===== src/rtl/lopd_pkg.sv =====
// Shared types and width helpers for the pipelined leading-one / leading-zero detector.
package lopd_pkg;

  typedef enum logic {
    LOPD_MODE_POS = 1'b0,
    LOPD_MODE_LZC = 1'b1
  } lopd_mode_e;

  // Width of an index into an n-bit vector, never narrower than one bit.
  function automatic int unsigned lopd_idx_w(int unsigned n);
    return (n > 1) ? $clog2(n) : 1;
  endfunction

  // Width able to hold every value from 0 to n inclusive.
  function automatic int unsigned lopd_lop_w(int unsigned n);
    return $clog2(n + 1);
  endfunction

endpackage


===== src/rtl/lopd_chunk.sv =====
// Combinational per-chunk detector: nonzero flag and index of the most significant one.
module lopd_chunk
  import lopd_pkg::*;
#(
  parameter int unsigned SIZE_CHUNK = 8,
  localparam int unsigned IDX_W     = lopd_idx_w(SIZE_CHUNK)
) (
  input  logic [SIZE_CHUNK-1:0] i_chunk,
  output logic                  o_nz,
  output logic [IDX_W-1:0]      o_idx
);

  always_comb begin
    o_nz  = |i_chunk;
    o_idx = '0;
    // Ascending scan: the last set bit seen is the most significant one.
    for (int unsigned i = 0; i < SIZE_CHUNK; i++) begin
      if (i_chunk[i]) o_idx = IDX_W'(i);
    end
  end

endmodule


===== src/rtl/lopd_pipe_unit.sv =====
// Two-stage leading-one position / leading-zero count unit with valid/ready flow control,
// tag passthrough, normalised-data output and synchronous flush.
module lopd_pipe_unit
  import lopd_pkg::*;
#(
  parameter int unsigned SIZE_DATA  = 32,
  parameter int unsigned SIZE_CHUNK = 8,
  parameter int unsigned SIZE_ADDR  = 32,
  localparam int unsigned SIZE_LOP  = lopd_lop_w(SIZE_DATA)
) (
  input  logic                 i_clk,
  input  logic                 i_rst,
  input  logic                 i_flush,
  input  logic                 i_valid,
  output logic                 o_ready,
  input  lopd_mode_e           i_mode,
  input  logic [SIZE_ADDR-1:0] i_addr,
  input  logic [SIZE_DATA-1:0] i_data,
  output logic                 o_valid,
  input  logic                 i_ready,
  output logic [SIZE_ADDR-1:0] o_addr,
  output logic [SIZE_LOP-1:0]  o_result,
  output logic                 o_zero_flag,
  output logic [SIZE_DATA-1:0] o_norm_data
);

  localparam int unsigned NUM_CHUNK = SIZE_DATA / SIZE_CHUNK;
  localparam int unsigned IDX_W     = lopd_idx_w(SIZE_CHUNK);

  // Stage-1 combinational chunk detection
  logic [NUM_CHUNK-1:0]            chunk_nz;
  logic [NUM_CHUNK-1:0][IDX_W-1:0] chunk_idx;

  for (genvar g = 0; g < NUM_CHUNK; g++) begin : g_chunk
    lopd_chunk #(
      .SIZE_CHUNK (SIZE_CHUNK)
    ) u_chunk (
      .i_chunk (i_data[g*SIZE_CHUNK +: SIZE_CHUNK]),
      .o_nz    (chunk_nz[g]),
      .o_idx   (chunk_idx[g])
    );
  end

  logic                            s1_valid_d, s1_valid_q;
  logic [NUM_CHUNK-1:0]            s1_nz_d, s1_nz_q;
  logic [NUM_CHUNK-1:0][IDX_W-1:0] s1_idx_d, s1_idx_q;
  lopd_mode_e                      s1_mode_d, s1_mode_q;
  logic [SIZE_ADDR-1:0]            s1_addr_d, s1_addr_q;
  logic [SIZE_DATA-1:0]            s1_data_d, s1_data_q;

  logic                 s2_valid_d, s2_valid_q;
  logic [SIZE_ADDR-1:0] addr_d, addr_q;
  logic [SIZE_LOP-1:0]  result_d, result_q;
  logic                 zero_d, zero_q;
  logic [SIZE_DATA-1:0] norm_d, norm_q;

  logic                en1, en2, accept;
  logic                s1_zero;
  logic [SIZE_LOP-1:0] lzc;

  // Flow control
  always_comb begin
    en2     = !s2_valid_q || i_ready;
    en1     = !s1_valid_q || en2;
    o_ready = en1 && !i_flush;
    accept  = i_valid && o_ready;
  end

  // Stage-2 combine: the highest nonzero chunk decides the leading-zero count
  always_comb begin
    s1_zero = ~|s1_nz_q;
    lzc     = SIZE_LOP'(SIZE_DATA);
    for (int unsigned c = 0; c < NUM_CHUNK; c++) begin
      if (s1_nz_q[c]) begin
        lzc = SIZE_LOP'((NUM_CHUNK - 1 - c) * SIZE_CHUNK
                        + (SIZE_CHUNK - 1 - 32'(s1_idx_q[c])));
      end
    end
  end

  // Next-state
  always_comb begin
    s1_valid_d = s1_valid_q;
    s1_nz_d    = s1_nz_q;
    s1_idx_d   = s1_idx_q;
    s1_mode_d  = s1_mode_q;
    s1_addr_d  = s1_addr_q;
    s1_data_d  = s1_data_q;
    s2_valid_d = s2_valid_q;
    addr_d     = addr_q;
    result_d   = result_q;
    zero_d     = zero_q;
    norm_d     = norm_q;

    if (en1) s1_valid_d = accept;
    if (en2) s2_valid_d = s1_valid_q;
    if (i_flush) begin
      s1_valid_d = 1'b0;
      s2_valid_d = 1'b0;
    end

    if (accept) begin
      s1_nz_d   = chunk_nz;
      s1_idx_d  = chunk_idx;
      s1_mode_d = i_mode;
      s1_addr_d = i_addr;
      s1_data_d = i_data;
    end

    if (en2 && s1_valid_q) begin
      addr_d = s1_addr_q;
      zero_d = s1_zero;
      norm_d = s1_zero ? '0 : (s1_data_q << lzc);
      if (s1_mode_q == LOPD_MODE_LZC) begin
        result_d = lzc;
      end else begin
        result_d = s1_zero ? '0 : (SIZE_LOP'(SIZE_DATA - 1) - lzc);
      end
    end
  end

  always_ff @(posedge i_clk or posedge i_rst) begin
    if (i_rst) begin
      s1_valid_q <= 1'b0;
      s1_nz_q    <= '0;
      s1_idx_q   <= '0;
      s1_mode_q  <= LOPD_MODE_POS;
      s1_addr_q  <= '0;
      s1_data_q  <= '0;
      s2_valid_q <= 1'b0;
      addr_q     <= '0;
      result_q   <= '0;
      zero_q     <= 1'b0;
      norm_q     <= '0;
    end else begin
      s1_valid_q <= s1_valid_d;
      s1_nz_q    <= s1_nz_d;
      s1_idx_q   <= s1_idx_d;
      s1_mode_q  <= s1_mode_d;
      s1_addr_q  <= s1_addr_d;
      s1_data_q  <= s1_data_d;
      s2_valid_q <= s2_valid_d;
      addr_q     <= addr_d;
      result_q   <= result_d;
      zero_q     <= zero_d;
      norm_q     <= norm_d;
    end
  end

  assign o_valid     = s2_valid_q;
  assign o_addr      = addr_q;
  assign o_result    = result_q;
  assign o_zero_flag = zero_q;
  assign o_norm_data = norm_q;

endmodule

===== config.mk =====
export PLATFORM = sky130hd
export DESIGN_NAME = lopd_pipe_unit
export DESIGN_NICKNAME = d
export VERILOG_FILES = /design/src/rtl/lopd_pkg.sv /design/src/rtl/lopd_chunk.sv /design/src/rtl/lopd_pipe_unit.sv
export SDC_FILE = /design/constraint.sdc
export NUM_CORES = 1
export LEC_CHECK = 0
export CAP_MARGIN = 20
export CORE_MARGIN = 10
export CORE_UTILIZATION = 30
export DETAILED_ROUTE_END_ITERATION = 6
export MAX_ROUTING_LAYER = met4
export PLACE_DENSITY = 0.5
export SYNTH_ARGS = -nofsm -noshare
export SYNTH_HDL_FRONTEND = slang
export SYNTH_SLANG_ARGS = --single-unit

===== constraint.sdc =====
create_clock -name i_clk -period 6.6 [get_ports i_clk]
set_input_delay 0.99 -clock i_clk [delete_from_list [all_inputs] [get_ports i_clk]]
set_output_delay 0.99 -clock i_clk [all_outputs]
set_load 0.05 [all_outputs]

Word level (Yosys, flattened, before mapping)
Index checks and enable logic that the tools add are counted.
Widths: inputs -> output; s select.
{ "op_classes": {"add_sub_neg": 8, "n_shift": 1, "mux": 39, "n_reduce_logical": 16} }
{ "op_table": {"columns": ["operator", "n"], "rows": [
  ["$mux 3", 16],
  ["$mux 6", 6],
  ["$mux 32", 1],
  ["$reduce_or 8->1", 4],
  ["$shl 32x6->32", 1],
  ["$mux 2", 8],
  ["$sub 3x3->4 const A", 4],
  ["$add 6x4->6 const A", 2],
  ["$mux 1", 8],
  ["$add 5x4->6 const A", 1],
  ["$sub 5x6->6 const A", 1],
  ["$logic_not 1->1", 4],
  ["$reduce_bool 2->1", 2],
  ["$reduce_or 4->1", 1],
  ["$logic_and 1x1->1", 3],
  ["$logic_or 1x1->1", 2]
]} }
{ "totals": {"reg_bits": 154, "in_bits": 70, "output_inout_bits": 73, "elab_cells": 78} }

Longest topological paths before layout
{ "depth": {"depth_word": 9, "mapped_depth": 12, "ltp_nobuf": 7} }

Hierarchy
From an unflattened synthesis, not the netlist that was laid out.
{ "unflattened": {"cells_unflattened": 840, "hier_area_um2": 8266.7} }
{ "by_module_without_submodules": {"columns": ["module", "instances", "cells_each", "area_each_um2", "seq_area_each_um2"], "rows": [
  ["lopd_pipe_unit", 1, 792, 8001.4, 3853.7],
  ["lopd_chunk", 4, 12, 66.3, 0.0]
]} }

Least setup slack after synthesis
OpenSTA, ideal clock, no wires.
{ "synth_timing": {"kind": "in2reg", "startpoint": "input port i_ready", "endpoint": "register s1_nz_q[0]", "setup_time_ps": 88, "arrival_ps": 2846, "t_required_ps": 6512, "path_slack_ps": 3666, "path_stages": 7, "path_buffers": 2, "cell_sequence": "nor2b_1 -> a21oi_1 -> and2_1 -> clkbuf_1 -> clkbuf_1 -> nor2_1 -> a41oi_1"} }
{ "synth_via": {"elab_chain_cells": 4} }
{ "synth_lines": {"columns": ["element", "line_no", "text"], "rows": [
  ["start: declaration", "lopd_pipe_unit.sv:20", "input logic i_ready,"],
  ["$logic_or 1x1->1", "lopd_pipe_unit.sv:63", "en2 = !s2_valid_q || i_ready;"],
  ["$logic_or 1x1->1", "lopd_pipe_unit.sv:64", "en1 = !s1_valid_q || en2;"],
  ["$logic_and 1x1->1", "lopd_pipe_unit.sv:65", "o_ready = en1 && !i_flush;"],
  ["named net o_ready", "lopd_pipe_unit.sv:15", "output logic o_ready,"],
  ["$logic_and 1x1->1", "lopd_pipe_unit.sv:66", "accept = i_valid && o_ready;"],
  ["end signal: assignment", "lopd_pipe_unit.sv:137", "s1_nz_q <= s1_nz_d;"],
  ["end: declaration", "lopd_pipe_unit.sv:45", "logic [NUM_CHUNK-1:0] s1_nz_d, s1_nz_q;"]
]} }
The timed path passes the listed nets, and every way through them passes these cells.
A chain may end at the register's enable or synchronous reset.

Worst setup path after layout
{ "layout_timing": {"startpoint": "register s1_nz_q[3]", "endpoint": "register norm_q[31] (netlist: o_norm_data[31])"} }
{ "layout_via": {"elab_chain_cells": 3, "word_cells_on_any_way": 4, "cone_classes": "shift: 1; mux: 2; reduce/logical: 1"} }
{ "layout_lines": {"columns": ["element", "line_no", "text"], "rows": [
  ["$mux 6", "lopd_pipe_unit.sv:74", "if (s1_nz_q[c]) begin"],
  ["$shl 32x6->32", "lopd_pipe_unit.sv:113", "norm_d = s1_zero ? '0 : (s1_data_q << lzc);"],
  ["$mux 32 (*)", "lopd_pipe_unit.sv:113", null],
  ["end signal: assignment", "lopd_pipe_unit.sv:146", "norm_q <= norm_d;"],
  ["end: declaration", "lopd_pipe_unit.sv:55", "logic [SIZE_DATA-1:0] norm_d, norm_q;"]
]} }
Mark *: on every way between the ends. The rest lies on a longest branch, timed or not.

==> results.tsv <==
stage	metric	value	unit
synth	Synth warnings	0	
routing	DR pass1 iterations	5	
critical_path	Top cell by count, worst path	mux2i_2	
routing	DR WL met2	10.6	mm
global_routing	pin count of the biggest net entering global routing	106	
timing	setup TNS	0	ps
synth	Mapped Cells	902	
cells_and_area	Layout area overhead	29.5	%
cells_and_area	post-route insts no fill	1361	
routing	M1 WL	12.2	mm
synth	sequential share of the synthesized area	49.8	%
power	peak supply drop	0.214	mV
cells_and_area	NumNets Final	1088	
critical_path	critical path type	reg -> reg	
clocking	CTS clk-pin slew, worst paths	70	ps
global_routing	initial antenna violation count	0	
routing	Vias/cell	4.96	
synth	xor and xnor area share after synthesis	0	%
power	P_sw	1.36	mW
synth	top cells by area, synth	dfrtp_1 (50%), nand2_1 (17%), mux2i_1 (5.7%), nor2_1 (3.1%), clkbuf_1 (2.2%)	
synth	mux contribution to synthesized area	8.82	%
power	pwr/cell area	338	mW/mm^2
synth	Distinct cells, synth	52	
routing	Vias	6747	
cells_and_area	share of cells above drive strength 1	6.69	%
floorplan	Top Ports	143	
critical_path	Max stage delay on crit path	940	ps
clocking	CTS resizes	0	
synth	Synth Area in Adders	0	%
synth	cell type with the largest total area after synthesis	dfrtp_1	
power	Logic pwr share	34.5	%
critical_path	WP data required	6910	ps
floorplan	Die X	181	microns
global_routing	Total GRT Usage	15.5	%
placement	DP HPWL	17.9	mm
placement	dpl cells	1329	
floorplan	Initial Util	30.6	%
routing	WL/cell	18.3	microns
timing	final setup fails	0	
clocking	clock root buffer	clkbuf_16	
clocking	CTS tree	built	
critical_path	slowest stage cell, crit path	o311a_2	
timing	min Tclk post-route	3670	ps
floorplan	die area	0.0326	sq mm
timing	Tcrit/Tclk final	55.5	%
synth	Yosys reg bits	154	
critical_path	crit path launch type	register	
placement	routability cong.	0.899	
critical_path	worst-path maximum fanout	35	
critical_path	crit path capture type	register	
synth	Synth Cell Area	0.00774	sq mm
synth	Post-synth EDFFs	0	
synth	combinational family with the most area after synthesis	simple AND/OR/NAND/NOR gates	
global_routing	global-route wire length before repair	39.7	mm
synth	Compound-Gate Fraction of Synth Area	12.7	%
power	P_leak	4.63	nW
clocking	clk buf depth	2	
global_routing	vias in the first global route	6853	
status	status	complete, no violations	
synth	Synth top area share	49.8	%
timing	Max Clock Skew	11.5	ps
timing	Slew Limit Fails	0	
critical_path	critical path arrival	3980	ps
clocking	clock insertion delay at the later pin of the skew report	430	ps
timing	Max Clk Rate	0.273	GHz
floorplan	Row Count	58	
hold_path	hold crit path type	reg -> reg	
floorplan	core area	0.0253	sq mm
routing	Routed Antenna Nets	0	
clocking	Post-CTS Setup Inserts	0	
synth	syn nets	972	
synth	simple-gate share of the synthesized area	25.1	%
synth	Syn Area/Cell	8.59	sq um
synth	asr flop ratio synth	100	%
routing	DRC Markers	0	
timing	RSZ-0062 raised after global routing	false	
routing	starting DRC count in detailed routing	633	
clocking	Post-CTS Hold Buffers	0	
timing	final hold violations	0	
critical_path	CP cell instances	or2_1, o311a_2, mux2i_1, mux2i_2, mux2i_2, nor2_1, o32a_1	
routing	top sig layer	met4	
critical_path	critical path buffer and inverter count	0	
timing	Hold WS	458	ps
placement	post-place setup slack	2940	ps
clocking	Inserted Clock Buffers	17	
floorplan	Vert. Die Dim	181	microns
power	power share of the clock group	29.4	%
power	share of power burned in registers	36.1	%
routing	final WL	24.9	mm
timing	Tightest Pin Transition	1070	ps
timing	Rel. slew slack	28.5	%
placement	port bufs	142	
power	switching share of total power	40.0	%
job	maxcap violations	0	
cells_and_area	Diodes inserted	0	
synth	Synth Flop Type	dfrtp_1	
routing	met3 wire len	1.53	mm
power	P_int	2.03	mW
clocking	CTS Sinks	154	
clocking	H-tree depth	4	
critical_path	delay-heaviest family, CP	compound AO/OA/AOI/OAI gates	
global_routing	global route overflow	0	
timing	setup ws final	2930	ps
worst register-to-register path: cells and delay by family, from the launching register on:
kind | cells | cell delay, ps
compound gates | 2 | 1290
flops | 1 | 780
mux | 3 | 970
simple gates | 2 | 520
cell families after synthesis:
logic type | after synthesis
AOI/OAI and AO/OA | 141
and+or+nand+nor | 484
buffers and inverters | 61
DFF | 154
muxes | 62
cells in the mapped netlist, types with 2 or more instances:
| master | number |
|---|---|
| a211oi_1 | 3 |
| a21o_1 | 2 |
| a21oi_1 | 33 |
| a221o_1 | 2 |
| a221oi_1 | 5 |
| a22o_1 | 8 |
| a22oi_1 | 13 |
| a31oi_1 | 2 |
| a41oi_1 | 4 |
| buf_2 | 3 |
| buf_6 | 6 |
| clkbuf_1 | 45 |
| dfrtp_1 | 154 |
| inv_1 | 7 |
| mux2_2 | 6 |
| mux2_4 | 3 |
| mux2i_1 | 44 |
| mux2i_2 | 7 |
| nand2_1 | 358 |
| nand2b_1 | 4 |
| nand3_1 | 19 |
| nand3b_1 | 3 |
| nor2_1 | 63 |
| nor2b_1 | 7 |
| nor3_1 | 14 |
| nor3b_1 | 3 |
| nor4_1 | 7 |
| o2111ai_1 | 2 |
| o211ai_1 | 4 |
| o21a_1 | 2 |
| o21ai_0 | 33 |
| o21ai_1 | 5 |
| o221ai_1 | 4 |
| o22a_1 | 4 |
| o311a_1 | 3 |
| o311ai_2 | 2 |
| o32a_1 | 3 |
cells in the final DEF, fill, tap and decap left out, types with 8 or more instances in the layout:
cell type / instances
nor2_1: 63
dfrtp_1: 154
mux2i_1: 44
nand2_1: 357
o21ai_0: 32
a22o_1: 8
clkdlybuf4s50_1: 142
clkbuf_16: 17
nor3_1: 14
a21oi_1: 33
a22oi_1: 13
nand3_1: 19
buf_4: 9
sequential cells by signal (all words and copies together) (netlist names):
signal       flops
o_addr          32
o_norm_data     32
o_result         6
o_valid          1
o_zero_flag      1
s1_addr_q       32
s1_data_q       32
s1_idx_q        12
s1_mode_q        1
s1_nz_q          4
s1_valid_q       1
layer usage:
metal | vias up | GRT usage [%]
li1 | 3289 | -
met1 | 3242 | 21.0
met2 | 182 | 21.9
met3 | 34 | 3.51
met4 | 0 | 5.68
met5 | - | -
area by class of cell:
cell class	instances	area (sq um)
Multi-Input combinational cell	687	3640
Fill cell	2615	15300
Inverter	7	31.3
Tap cell	330	413
Sequential cell	154	3850
Clock buffer	18	439
Timing Repair Buffer	151	1490
Clock inverter	14	168
worst paths after layout:
| check | from | end | slack [ps] | depth (start not counted) |
|---|---|---|---|---|
| worst max-delay path | s1_nz_q[3] | o_norm_data[31] | 2930 | 7 |
| worst min-delay path | s1_addr_q[15] | o_addr[15] | 460 | 2 |
| worst max register to register | s1_nz_q[3] | o_norm_data[31] | 2930 | 7 |
| worst min register to register | s1_addr_q[15] | o_addr[15] | 460 | 2 |
| max in group asynchronous | i_rst | s1_data_q[29] | 4150 | 3 |
| min in group asynchronous | i_rst | o_addr[11] | 1150 | 2 |
power by group through the flow:
stage                     clock network [mW]  logic [mW]  registers (mW)
after floorplan                            0       0.438            1.55
after global placement                     0        1.17            1.24
after detailed placement                   0        1.18            1.24
after CTS                               1.02        1.18            1.22
after global routing                    1.06        1.26            1.25
final                                  0.996        1.17            1.22
through the flow:
stage	total power, mW	util, %	instance area (sq um)
after CTS	3.42	39.6	10000
after global placement	2.41	37.2	9420
after detailed placement	2.42	37.2	9420
after floorplan	1.99	-	7740
final	3.39	39.6	10000
after global routing	3.57	39.6	10000
(Power assumes the default switching activity.)
